### src/rtl/heading.sv
// rtl/heading.sv - key-gated header router
// Unlock with KEY, capture one header byte, route its 7-bit payload to P or Q.
module heading #(
  parameter logic [2:0] KEY = 3'b111
) (
  input  logic       clk,
  input  logic       rst,
  input  logic       confirm,
  input  logic [7:0] inputData,
  input  logic [2:0] din,
  output logic [6:0] dataP,
  output logic [6:0] dataQ,
  output logic [2:0] state
);

  typedef enum logic [2:0] {
    IDLE    = 3'b000,
    ARMED   = 3'b001,
    LOAD    = 3'b010,
    ROUTE_P = 3'b011,
    ROUTE_Q = 3'b100,
    DONE    = 3'b101,
    ERROR   = 3'b110,
    UNUSED  = 3'b111
  } state_t;

  state_t     state_q, state_d;
  logic [7:0] hdr_q, hdr_d;
  logic [6:0] data_p_q, data_p_d;
  logic [6:0] data_q_q, data_q_d;

  // Route bit is consumed at capture time; the stored copy is kept only for completeness.
  logic unused_hdr_route;
  assign unused_hdr_route = hdr_q[7];

  always_comb begin
    state_d  = state_q;
    hdr_d    = hdr_q;
    data_p_d = data_p_q;
    data_q_d = data_q_q;
    case (state_q)
      IDLE: begin
        if (confirm && din == KEY) state_d = ARMED;
      end
      ARMED: begin
        state_d = confirm ? LOAD : IDLE;
      end
      LOAD: begin
        if (confirm) begin
          hdr_d = inputData;
          if (inputData[6:0] == 7'd0) state_d = ERROR;
          else if (inputData[7])      state_d = ROUTE_P;
          else                        state_d = ROUTE_Q;
        end else begin
          state_d = IDLE;
        end
      end
      ROUTE_P: begin
        data_p_d = hdr_q[6:0];
        state_d  = DONE;
      end
      ROUTE_Q: begin
        data_q_d = hdr_q[6:0];
        state_d  = DONE;
      end
      DONE, ERROR: begin
        state_d = state_q;
      end
      default: begin
        state_d = IDLE;
      end
    endcase
  end

  always_ff @(posedge clk) begin
    if (!rst) begin
      state_q  <= IDLE;
      hdr_q    <= 8'd0;
      data_p_q <= 7'd0;
      data_q_q <= 7'd0;
    end else begin
      state_q  <= state_d;
      hdr_q    <= hdr_d;
      data_p_q <= data_p_d;
      data_q_q <= data_q_d;
    end
  end

  assign state = state_q;
  assign dataP = data_p_q;
  assign dataQ = data_q_q;

endmodule

### config.mk
export PLATFORM = sky130hd
export DESIGN_NAME = heading
export DESIGN_NICKNAME = d
export VERILOG_FILES = /design/src/rtl/heading.sv
export SDC_FILE = /design/constraint.sdc
export NUM_CORES = 1
export LEC_CHECK = 0
export CORE_MARGIN = 4
export CORE_UTILIZATION = 55
export DETAILED_ROUTE_END_ITERATION = 16
export DONT_BUFFER_PORTS = 1
export PLACE_DENSITY = 0.72
export SYNTH_ARGS = -nofsm -noshare
export SYNTH_HDL_FRONTEND = slang
export SYNTH_SLANG_ARGS = --single-unit
### constraint.sdc
create_clock -name clk -period 1.58 [get_ports clk]
set_input_delay 0.158 -clock clk [delete_from_list [all_inputs] [get_ports clk]]
set_output_delay 0.158 -clock clk [all_outputs]
set_load 0.1 [all_outputs]
==> impl_metrics.tcl <==
set metrics [dict create \
    clockBufferDepth 2 \
    clkTransAtPathRegs_ns 0.13 \
    muxShareOfSynthArea_pct 14.00 \
    hold_viol 0 \
    cts_buffers 3 \
    drt-vias-per-instance 5.181 \
    seq_power_share_pct 56.1 \
    hold_start "inputData[4]" \
    clock_sinks 24 \
    cp-end-kind "flip-flop" \
    final_common_cell "dfxtp_1" \
    setup_violations 0 \
    nNetsFinal 139 \
    num_vias 772 \
    peakVddDrop_mv 0.5183 \
    status "complete, no violations" \
    synth_top_family_by_area "simple AND/OR/NAND/NOR gates" \
    worstSkewPairLatency_ns 0.31 \
    yosys-top-cells-area "dfxtp_1 (48%), mux2i_1 (14%), nor2b_1 (9.4%)" \
    synthAdderAreaFrac_pct 0 \
    initial_core_util_pct 57.97 \
    layout_common_cells "dfxtp_1 (21), nand2_1 (20), buf_4 (18)" \
    grt_usage_pct 18.16 \
    maxCapViolations 0 \
    hp-class "input pin to flip-flop" \
    core_area_um2 1727 \
    num_antenna_cells 0 \
    cell_internal_pwr_uw 880.3 \
    fmax_mhz 741.8 \
    yosysSeqAreaShare_pct 48.00 \
    swShare_pct 18.58 \
    clkPwrFrac_pct 40.3 \
    routed_wl_um 1992 \
    required_ns 1.80 \
    path_cells "nor2b_4 > nand3b_1 > mux2i_1 > nor2b_1" \
    synth_nets 119 \
    startpoint_type "flip-flop" \
    postRouteAntennaNets 0 \
    ys_seq_elements 24 \
    drc 0 \
    synth_cell_types 23 \
    avgRoutedWirePerCell_um 13.37 \
    fin_util_pct 70.51 \
    critical_path_class "flip-flop to flip-flop" \
    setup-tns-final_ns 0 \
    worstSetupStartpoint "state[1]" \
    cts_tree "built" \
    ioPinCount 31 \
    power_switching_uw 200.9 \
    p_leak_nw 0.4871 \
    power.density_nw_per_um2 888.2 \
    grt_max_degree 25 \
    grt_pass1_wl_um 3505 \
    clockRootBuffer "clkbuf_4" \
    num_rows 15 \
    synth_top_area_share_pct 48.00 \
    max_stage_delay_ns 0.37 \
    worst-path-buf-inv 0 \
    finalPower_mw 1.081 \
    drt-initial-drc-count 4 \
    synth_compound_area_share_pct 8.875 \
    slew_headroom_pct 54.77 \
    netlist_area_um2 1001 \
    clock_skew_ns 0.01099 \
    io_buffers 0 \
    drive_above_1_share_pct 20.97 \
    synth_xor_area_share_pct 0 \
    syn_inst 105 \
    die_h_um 50.66 \
    avgSynthCellArea_um2 9.533 \
    grt-ovfl-total 0 \
    synthSimpleGateAreaFrac_pct 25.25 \
    min_period_over_period_pct 85.32 \
    crit_slowest_cell "dfxtp_2" \
    dp_hpwl_um 1466 \
    htreeDepth 1 \
    path_delay_family "simple AND/OR/NAND/NOR gates" \
    crit_arrival_ns 1.57 \
    dr.pass1.iters 4 \
    yosys_warnings 0 \
    critPathMaxFanout 8 \
    grt_pass1_vias 726 \
    regToRegStartpoint "state[1]" \
    die_area_um2 2566 \
    yosys.area.top_type "dfxtp_1" \
    tightestPinTransition_ns 0.6763 \
    pwr-share-comb_pct 3.6 \
    rsz0062_at_grt "no" \
    area_growth_pct 21.63 \
    period_minus_slack_ns 1.348 \
    antenna_found_initial 0 \
    gp_congestion 0.7184 \
    die_width_um 50.66 \
    final_max_slew_viol_count 0 \
]
## cell usage after synthesis
cell and n:
a21boi_0 7, a21oi_1 3, buf_2 1, buf_4 2, buf_6 1, clkbuf_1 2
dfxtp_1 24, mux2i_1 14, nand2_1 20, nand3_1 2, nand3b_1 1, nand4_1 1
nor2_1 3, nor2b_1 15, nor2b_4 1, nor3_1 1, nor3b_1 1, nor4_1 1
nor4bb_1 1, o21a_1 1, o21ai_0 1, o31a_1 1, or2_1 1
## worst register-to-register path, delay by kind of cell, from the launching register on
| family | cells | cell delay (ns) |
|---|---|---|
| flops | 1 | 0.37 |
| mux | 1 | 0.30 |
| simple gates | 3 | 0.60 |
## registers in the layout (all words and copies together), names as in the netlist
name / count
dataP: 7
hdr_q: 7
dataQ: 7
state: 3
## power groups by stage
stage | Sequential [mW] | Combinational [mW] | Clock, mW
2_1_floorplan | 0.627 | 0.0202 | 0
3_3_place_gp | 0.620 | 0.0246 | 0
3_5_place_dp | 0.621 | 0.0250 | 0
4_1_cts | 0.607 | 0.0384 | 0.449
5_1_grt | 0.608 | 0.0413 | 0.474
6_report | 0.607 | 0.0384 | 0.436
## kinds of logic (layout without fill, tap and decap cells)
family / count (synthesis) / after routing
multiplexers: 14 / 14
AO/OA/AOI/OAI: 13 / 13
AND/OR/NAND/NOR: 48 / 48
buffers and inverters: 6 / 25
flip-flops: 24 / 24
## worst paths after layout
path	cells past startpoint	to	slack, ns
max	4	hdr_q[2]	0.23
min	2	hdr_q[4]	0.007
max reg2reg	4	hdr_q[2]	0.23
min reg2reg	2	dataP[3]	0.47
## metal layers
layer | track usage, % | wire (um) | up-vias
met4 | 6.726 | 24 | 0
met3 | 5.045 | 131 | 4
met5 | 0 | 0 | -
met2 | 28.48 | 937 | 27
li1 | - | - | 388
met1 | 23.63 | 898 | 353
## repair_timing
item                      CTS  global route
hold buffers                3             0
hold endpoints to repair   24             0
resized for setup           0             0
setup buffers               0             0
## layout make-up
| class | count | area [um2] |
|---|---|---|
| Fill cell | 141 | 509.2 |
| Sequential cell | 24 | 486.7 |
| Multi-Input combinational cell | 75 | 481.7 |
| Timing Repair Buffer | 21 | 165.2 |
| Tap cell | 25 | 31.28 |
| Clock inverter | 1 | 30.03 |
| Clock buffer | 3 | 22.52 |
## stage by stage
stage | setup slack, ns | std cells | area (um2) | hold WS [ns]
after floorplan | 0.09362 | 105 | 1007 | 0.2991
after global placement | 0.3192 | 142 | 1135 | 0.2772
after detailed placement | 0.2106 | 142 | 1135 | 0.2809
after CTS | 0.2013 | 149 | 1217 | 0.001318
after global routing | 0.1390 | 149 | 1217 | 0.009722
final | 0.2319 | 149 | 1217 | 0.006564
Note: power is estimated with default switching activity, not from simulation.
